[src/rtl/spi_dispatch_n.sv]
// SPI-slave (mode 0) frame receiver: synchronises SCK/SIMO/STE into clk_100, decodes a tag,
// routes frames to NCH channel registers and queues a tag-selected reply for the next frame.
module spi_dispatch_n #(
    parameter int DW          = 16,
    parameter int TW          = 2,
    parameter int NCH         = 2,
    parameter int REPLY_MODE  = 1,
    parameter int SYNC_STAGES = 2
) (
    input  logic              clk_100,
    input  logic              RST,
    input  logic              spi_sck,
    input  logic              spi_simo,
    output logic              spi_somi,
    input  logic              spi_ste,
    input  logic [NCH*DW-1:0] tx_data,
    output logic [NCH*DW-1:0] rx_data,
    output logic [NCH-1:0]    rx_valid,
    output logic [7:0]        err_cnt
);

    localparam int             CW   = $clog2(DW + 1);
    localparam logic [CW-1:0]  FULL = CW'(DW);

    typedef enum logic [1:0] {
        ST_WAIT,
        ST_IDLE,
        ST_SHIFT,
        ST_DONE
    } state_t;

    state_t r_state;
    state_t w_next_state;

    logic [SYNC_STAGES-1:0] r_sck_sync;
    logic [SYNC_STAGES-1:0] r_simo_sync;
    logic [SYNC_STAGES-1:0] r_ste_sync;
    logic                   r_sck_prev;
    logic                   r_ste_prev;

    logic [DW-1:0]     r_rx_shift;
    logic [DW-1:0]     r_tx_shift;
    logic [DW-1:0]     r_reply;
    logic [CW-1:0]     r_count;
    logic              r_overrun;
    logic [NCH*DW-1:0] r_rx_data;
    logic [NCH-1:0]    r_rx_valid;
    logic [7:0]        r_err_cnt;

    logic          w_sck;
    logic          w_simo;
    logic          w_ste;
    logic          w_sck_rise;
    logic          w_sck_fall;
    logic          w_ste_rise;
    logic          w_ste_fall;
    logic [TW-1:0] w_tag;
    logic          w_tag_ok;
    logic          w_frame_ok;

    // NOTE: every clocked register uses <= so all flops sample pre-edge values together.
    always_ff @(posedge clk_100 or posedge RST) begin
        if (RST) begin
            r_sck_sync  <= '0;
            r_simo_sync <= '0;
            r_ste_sync  <= '0;
            r_sck_prev  <= 1'b0;
            r_ste_prev  <= 1'b0;
        end else begin
            r_sck_sync  <= {r_sck_sync[SYNC_STAGES-2:0], spi_sck};
            r_simo_sync <= {r_simo_sync[SYNC_STAGES-2:0], spi_simo};
            r_ste_sync  <= {r_ste_sync[SYNC_STAGES-2:0], spi_ste};
            r_sck_prev  <= w_sck;
            r_ste_prev  <= w_ste;
        end
    end

    assign w_sck      = r_sck_sync[SYNC_STAGES-1];
    assign w_simo     = r_simo_sync[SYNC_STAGES-1];
    assign w_ste      = r_ste_sync[SYNC_STAGES-1];
    assign w_sck_rise = w_sck & ~r_sck_prev;
    assign w_sck_fall = ~w_sck & r_sck_prev;
    assign w_ste_rise = w_ste & ~r_ste_prev;
    assign w_ste_fall = ~w_ste & r_ste_prev;

    assign w_tag      = r_rx_shift[DW-1 -: TW];
    assign w_tag_ok   = (w_tag != '0) && (int'(w_tag) <= NCH);
    assign w_frame_ok = (r_count == FULL) && !r_overrun && w_tag_ok;

    always_ff @(posedge clk_100 or posedge RST) begin
        if (RST) r_state <= ST_WAIT;
        else     r_state <= w_next_state;
    end

    // NOTE: next state defaults to the current state so no path leaves it unassigned (no latch).
    always_comb begin
        w_next_state = r_state;
        case (r_state)
            ST_WAIT:  if (w_ste)      w_next_state = ST_IDLE;
            ST_IDLE:  if (w_ste_fall) w_next_state = ST_SHIFT;
            ST_SHIFT: if (w_ste_rise) w_next_state = ST_DONE;
            ST_DONE:                  w_next_state = ST_IDLE;
            default:                  w_next_state = ST_WAIT;
        endcase
    end

    always_ff @(posedge clk_100 or posedge RST) begin
        if (RST) begin
            r_rx_shift <= '0;
            r_tx_shift <= '0;
            r_reply    <= '0;
            r_count    <= '0;
            r_overrun  <= 1'b0;
            r_rx_data  <= '0;
            r_rx_valid <= '0;
            r_err_cnt  <= '0;
        end else begin
            r_rx_valid <= '0;
            case (r_state)
                ST_IDLE: begin
                    if (w_ste_fall) begin
                        r_tx_shift <= r_reply;
                        r_rx_shift <= '0;
                        r_count    <= '0;
                        r_overrun  <= 1'b0;
                    end
                end
                ST_SHIFT: begin
                    // An SCK edge coinciding with STE rising belongs to no frame and is dropped.
                    if (!w_ste_rise) begin
                        if (w_sck_rise) begin
                            if (r_count < FULL) begin
                                r_rx_shift <= {r_rx_shift[DW-2:0], w_simo};
                                r_count    <= r_count + CW'(1);
                            end else begin
                                r_overrun <= 1'b1;
                            end
                        end
                        if (w_sck_fall) r_tx_shift <= {r_tx_shift[DW-2:0], 1'b0};
                    end
                end
                ST_DONE: begin
                    if (!w_frame_ok) begin
                        if (r_err_cnt != 8'hFF) r_err_cnt <= r_err_cnt + 8'd1;
                    end else begin
                        for (int c = 1; c <= NCH; c++) begin
                            if (w_tag == TW'(c)) begin
                                r_rx_data[(c-1)*DW +: DW] <= r_rx_shift;
                                r_rx_valid[c-1]           <= 1'b1;
                                r_reply <= tx_data[(((REPLY_MODE != 0) ? (NCH + 1 - c) : c) - 1)*DW +: DW];
                            end
                        end
                    end
                end
                default: ;
            endcase
        end
    end

    assign spi_somi = (r_state == ST_SHIFT) ? r_tx_shift[DW-1] : 1'b0;
    assign rx_data  = r_rx_data;
    assign rx_valid = r_rx_valid;
    assign err_cnt  = r_err_cnt;

endmodule

[config.mk]
export PLATFORM = sky130hd
export DESIGN_NAME = spi_dispatch_n
export DESIGN_NICKNAME = d
export VERILOG_FILES = /design/src/rtl/spi_dispatch_n.sv
export SDC_FILE = /design/constraint.sdc
export NUM_CORES = 1
export LEC_CHECK = 0
export CORE_ASPECT_RATIO = 1.2
export CORE_MARGIN = 3
export CORE_UTILIZATION = 55
export DETAILED_ROUTE_END_ITERATION = 10
export PLACE_DENSITY = 0.82
export SYNTH_ARGS = -nofsm -noshare
export SYNTH_HDL_FRONTEND = slang
export SYNTH_SLANG_ARGS = --single-unit
export TNS_END_PERCENT = 10
[constraint.sdc]
create_clock -name clk_100 -period 11.6 [get_ports clk_100]
set_input_delay 2.9 -clock clk_100 [delete_from_list [all_inputs] [get_ports clk_100]]
set_output_delay 2.9 -clock clk_100 [all_outputs]
set_load 0.1 [all_outputs]
# Word level (Yosys, flattened, before mapping)
# Index checks and enable logic that the tools add are counted.
# totals
regBits,106
ramBits,0
latch_bits,0
mem_count,0
elab_cells,89
inputBits,37
out_inout_bits,43
mem_bits_ro,0
# op_classes
add_sub_neg,2
n_shift,0
n_reduce_logical,16
order_cmp,2
div_mod_pow,0
n_bitwise,9
n_eq_ne,15
muxes,30
n_mul,0
# op_table
cell,n
2-to-1 mux 16 bit,9
case mux 16 bit (2 select lines),2
2-to-1 mux 5 bit,4
"!= test 2 bit, second input constant",8
AND reduction 3 bit,5
2-to-1 mux 2 bit,5
case mux 5 bit (2 select lines),1
AND reduction 5 bit,2
"adder 8 x 1 -> 8 bit, second input constant",1
"!= test 8 bit, second input constant",1
case mux 2 bit (4 select lines),1
2-to-1 mux 1 bit,7
"equality test 2 bit, second input constant",3
nonzero test 2 bit,3
"adder 5 x 1 -> 5 bit, second input constant",1
"equality test 5 bit, second input constant",1
"< comparator 5 bit, second input constant",1
inverter 1 bit,5
AND 1 bit,4
"equality test 2 x 1 -> 1 bit, second input constant",2
AND reduction 4 bit,1
logical AND 1 bit,3
"<= comparator 2 bit, second input constant",1
logical NOT 2 bit,1
other kinds (2),2

# Longest topological paths before layout
# Gate-level depths: netlist (run 1).
# depth
ltp_word,5
ltp_mapped,8

# Worst setup path after synthesis (run 1)
# No wires, ideal clock.
# synth_timing
kind,flip-flop to output port
from,reg r_state[0]
to,out spi_somi
setup_slack_ns,6.281
path_buffers,4
path_stages_with_launch,8
arrival_time_ns,2.419
cell_sequence,dfrtp_1 -> inv_1 -> ha_1 -> buf_2 -> buf_2 -> clkbuf_1 -> buf_1 -> and2_1
# synth_between
elab_chain_len,2
# synth_lines
item,line,source
from (decl),32,state_t r_state;
from (signal assigned),92,else r_state <= w_next_state;
equality test 2 bit,160,assign spi_somi = (r_state == ST_SHIFT) ? r_tx_shift[DW-1] : 1'b0;
2-to-1 mux 1 bit,160,
to (decl),14,"output logic spi_somi,"
# Every way passes these cells.

# Final worst setup path (run 1)
# Same ends and word-level chain as after synthesis.

==> results of run 1 <==
-- cell type report --
class	instances	area share, %
tap	114	2.44
clock inverter	7	1.82
multi-input combinational	228	33.1
timing repair buffer	82	13.9
clock buffer	9	2.12
inverter	16	1.07
sequential	106	45.5
-- sequential cells by signal, summed over array words and instances (netlist names) --
| signal | flops |
|---|---|
| rx_valid | 2 |
| r_sck_prev | 1 |
| r_rx_shift | 16 |
| r_reply | 16 |
| r_ste_prev | 1 |
| r_overrun | 1 |
| r_count | 5 |
| rx_data | 32 |
| r_simo_sync | 2 |
| r_ste_sync | 2 |
| r_tx_shift | 16 |
| r_sck_sync | 2 |
| err_cnt | 8 |
| r_state | 2 |
-- layout by cell type (no fill, tap or decap), types with 2 or more instances in the layout --
cell type          n
nand2_4            2
nor3_1             2
mux2_2            46
dfrtp_1          106
inv_1             15
nand3_1            4
nand2_1           55
buf_4              3
clkdlybuf4s50_1   79
nor4_1             3
nor4b_1            2
mux2_4            18
ha_1              10
xor2_1             6
o2bb2ai_1          2
bufinv_16          2
nor2_1             4
o21ai_0           11
mux2i_1           35
inv_6              3
o21ai_1            5
clkbuf_8           9
-- stage by stage --
step	utilization, %	setup slack (ns)	power, mW
finish	70.8	6.36	0.976
detailed placement	68.0	6.74	0.729
global placement	68.0	6.77	0.721
global route	70.8	6.25	1.02
floorplan	-	5.91	0.658
CTS	70.8	6.33	0.984
-- cells by family (layout without fill, tap and decap cells) --
family                     Yosys count  in the layout  synth area share [%]
and+or+nand+nor                     84             84                  8.61
xor gates and xnor gates             6              6                  1.11
adders and majority gates           11             11                  2.88
muxes                               99             99                  24.0
buffers and inverters               33            114                  3.35
DFF                                106            106                  56.0
AOI/OAI and AO/OA                   28             28                  4.07
-- power by group --
group	switching, mW	internal [mW]
Sequential	0.0308	0.411
Combinational	0.177	0.0999
Clock	0.131	0.126
-- worst register-to-register path, cell delays in order, from the launching register on --
cell	delay [ns]
dfrtp_1	0.41
inv_1	0.10
ha_1	0.21
buf_4	0.27
nor3b_1	0.33
nand2_1	0.57
o31ai_4	0.48
mux2_2	0.42
-- worst paths after layout --
check	depth (start not counted)	slack, ns	start	end
worst max register to register	7	8.71	r_state[0]	r_tx_shift[14]
min in group asynchronous	2	2.89	RST	rx_data[18]
worst min register to register	0	0.36	r_simo_sync[0]	r_simo_sync[1]
worst min-delay path	0	0.36	r_simo_sync[0]	r_simo_sync[1]
worst max-delay path	4	6.36	r_state[0]	spi_somi
max in group asynchronous	3	7.51	RST	rx_data[30]
-- routing by layer --
layer	global-route usage, %	wire (um)	up-vias
li1	-	-	1415
met1	24.0	3790	1499
met2	32.5	4490	45
met3	3.57	294	10
met4	7.22	129	0
met5	0	0	-
==> summary.txt, run 1 <==
Commonest cells in the netlist: 106 x dfrtp_1, 55 x nand2_1, 46 x mux2_2
Sequential Area: 2650 sq um
Antenna-violating nets left: 0
Post-layout nets: 490
Layout cell share with drive strength beyond 1: 20.8%
Layout Cells excl Fill: 562
Dpl cell area: 5600 sq um
Synth area leaders: dfrtp_1 56%, mux2_2 11%, mux2i_1 7.4%
Root Buffer: clkbuf_8
Setup violators final: 0
Htree depth: 3
Worst path arrival time: 2.34 ns
CP delay by family, top: buffers and inverters
Setup crit start kind: flop
Worst-Margin Slew: 1.05 ns
Slew headroom: 29.9%
Number of CTS-inserted buffers: 9
Hold-fix buffers, CTS: 0
Max frequency: 191 MHz
Routed WL per cell: 15.5 um
Antenna Cells: 0
Area Overhead vs Synth: 23.1%
Max IR drop VDD: 0.0000809 V
Seq/Total Area, Yosys: 56.0%
Async S/R FF share, synth: 100%
Hold violation count in the final report: 0
Multi-input combinational cell area: 1930 sq um
Finished Cell Area: 5830 sq um
Post-CTS sizing: 0
Postcts setup bufs: 0
Vias in the first global route: 3069
GRT Overall Usage: 19.0%
Worst path buffer plus inverter count: 2
Hold slack: 0.361 ns
First-pass GRT wire length: 14.8 mm
Max clock buf depth: 2
Layout Skew: 0.0139 ns
Synthesized area: 4740 sq um
Worst-path clk slew: 0.11 ns
CTS sink count: 106
Fin crit period: 5.24 ns
Post-route DRC: 0
Final worst path period share: 45.2%
Ports: 80
Die W: 90.7 um
Most frequent cell after synthesis: dfrtp_1
IO buf count: 79
Number of fillers in the final layout: 613
Initial antenna violation count: 0
Clk Latency, worst-skew pair: 0.37 ns
Fin. max-slew vios: 0
DRT Wirelength: 8.70 mm
Die area: 9770 sq um
Crit path max fanout: 4
1st-iter DRT viols: 131
Max-cap violations: 0
Largest net degree at the start of global routing: 69
Netlist cell types: 44
Hold Crit Class: flop to flop
CP peak stage delay: 1.14 ns
RSZ-0062 raised after global routing: false
Post-DR vias/cell: 5.28
CTS tree: built
Worst Path Required: 8.70 ns
Synthesized flop and latch total: 106
Core Footprint: 8240 sq um
DP HPWL: 5.83 mm
Mapped Cells: 367
Gp weighted congestion: 0.741
Status: complete, no violations
Syn nets: 414
Ys Warns: 0
Top cell type by total area after synthesis: dfrtp_1
DR vias: 2969
Setup Crit Path Kind: flop to primary output
Critical path cell sequence: inv_1 -> ha_1 -> and2_1 -> clkdlybuf4s50_1
Drt pass-1 iters: 4
Post-synth EDFFs: 0
Initial core utilization: 57.5%
Critical Path End Type: primary output
Setup TNS Final: 0 ns
Static Leak: 2.56 nW
Placed Cells: 546
Syn_area_per_cell: 12.9 sq um
Post-synth top area share: 56.0%
Worst path slowest cell: clkdlybuf4s50_1
Total grt overflow: 0
Cell row count: 36
Pwr dens: 167 nW/um^2
Die height: 108 um
Dominant synthesized flop cell: dfrtp_1
Power figures use the tool's default switching activity.
==> run 2, diff against run 1 <==
CORE_UTILIZATION = 53   (was 55)
PLACE_DENSITY = 0.8   (was 0.82)
clock period = 5.4 ns   (was 11.6 ns; I/O delays follow)
==> run 2 against run 1 <==
Against the previous run:
- utilization fell by 3.7 points
- clock-buffer cell count unchanged
- routed wire length rose by 1.2%
- global-route usage fell by 0.35 points
- clock power grew 97%
- register-to-register slack got worse by 6.2 ns
- flip-flop and latch count stayed put
- largest cell class unchanged
==> summary.txt, run 2 (same netlist as run 1, synthesis figures left out) <==
Status: complete, no violations
1st-iter DRT viols: 148
Logic pwr share: 29.1%
Htree depth: 3
Worst-path clk slew: 0.10 ns
Post-CTS sizing: 0
Setup TNS Final: 0 ns
Max-cap violations: 0
Sequential share of power: 46.3%
Switching Fraction: 35.6%
DR vias: 2991
Drt pass-1 iters: 4
Max IR drop VDD: 0.000213 V
Final worst path period share: 62.0%
Finished Core Util: 67.1%
First-pass GRT wire length: 15.0 mm
Largest register FFs: 32
Static Leak: 2.55 nW
Die W: 92.3 um
Setup crit start kind: flop
Antenna Cells: 0
CTS sink count: 106
Postcts setup bufs: 0
Area Overhead vs Synth: 22.6%
Net Sw Power: 0.729 mW
Fin crit period: 3.35 ns
Setup violators final: 0
Max clock buf depth: 2
Number of CTS-inserted buffers: 9
Antenna-violating nets left: 0
Ports: 80
Crit path max fanout: 15
Post-layout nets: 490
Int Pwr: 1.32 mW
Layout Skew: 0.0148 ns
DRT Wirelength: 8.81 mm
Reg2reg setup slack: 2.56 ns
GRT Overall Usage: 18.7%
Hold slack: 0.356 ns
Post-DR vias/cell: 5.29
Max frequency: 299 MHz
Hold Crit Class: flop to flop
Critical Path End Type: primary output
Place WS: 2.41 ns
Fin. max-slew vios: 0
Hold-fix buffers, CTS: 0
Die area: 10100 sq um
Layout cell share with drive strength beyond 1: 21.0%
Initial core utilization: 54.7%
PnR Total Power: 2.05 mW
Root Buffer: clkbuf_8
Commonest non-fill, non-tap cell in the layout: dfrtp_1
Setup Crit Path Kind: flop to primary output
Clock power frac: 24.6%
Gp weighted congestion: 0.784
Number of fillers in the final layout: 650
Largest net degree at the start of global routing: 79
RSZ-0062 raised after global routing: false
Clk Latency, worst-skew pair: 0.37 ns
Post-route DRC: 0
Worst path arrival time: 2.00 ns
Pwr dens: 353 nW/um^2
Die height: 110 um
Setup WS post-layout: 2.05 ns
Worst Path Required: 4.05 ns
Hold violation count in the final report: 0
Most frequent cells in the layout: 106 x dfrtp_1, 78 x clkdlybuf4s50_1, 55 x nand2_1
Worst-Margin Slew: 1.04 ns
Slew headroom: 30.7%
DP HPWL: 5.93 mm
Initial antenna violation count: 0
Vias in the first global route: 3150
Core Footprint: 8660 sq um
Total grt overflow: 0
CTS tree: built
IO buf count: 79
Cell row count: 37
Routed WL per cell: 15.6 um
==> run 2: cell types whose count changed in the layout (fill, tap and decap cells not counted) <==
cell             change
bufinv_16            -1
clkdlybuf4s50_1      -1
clkinv_2             +1
buf_4                +1
==> run 2: worst max-delay path, cell delays in order, from the launching register on <==
cell	delay (ns)
dfrtp_1	0.43
inv_1	0.11
ha_1	0.57
and2_1	0.23
buf_4	0.29
==> run 2: area by class of cell <==
| cell class | count | area [sq um] | area share [%] |
|---|---|---|---|
| clock inverters | 7 | 81.3 | 1.40 |
| multi-input cells | 228 | 1930 | 33.3 |
| repair buffers | 82 | 811 | 14.0 |
| flip-flops and latches | 106 | 2650 | 45.7 |
| clock buffers | 9 | 124 | 2.13 |
| inverters | 16 | 62.6 | 1.08 |
| well taps | 117 | 146 | 2.52 |
==> run 2: per-layer routing <==
layer  routed length [um]  GRT usage, %
met2                 4580          31.0
met3                  279          4.45
met4                  109          6.48
met1                 3840          24.1
met5                    0             0
==> run 2: stage by stage <==
stage | cell area (sq um) | std cells
floorplan | 4740 | 367
global placement | 5610 | 549
detailed placement | 5610 | 549
CTS | 5810 | 565
global route | 5810 | 565
finish | 5810 | 565
==> run 2: power by group through the flow <==
stage	clock [mW]	combinational (mW)	sequential, mW
floorplan	0	0.307	1.11
CTS	0.515	0.606	0.950
global route	0.548	0.642	0.963
global placement	0	0.589	0.956
detailed placement	0	0.603	0.966
finish	0.504	0.597	0.950
==> run 2: worst paths after layout <==
path,startpoint,end,cells past startpoint
max,r_state[0],spi_somi,4
max in group asynchronous,RST,r_tx_shift[9],3
max reg2reg,r_state[0],r_tx_shift[4],6
min,r_simo_sync[0],r_simo_sync[1],0
min in group asynchronous,RST,rx_data[16],2
min reg2reg,r_simo_sync[0],r_simo_sync[1],0
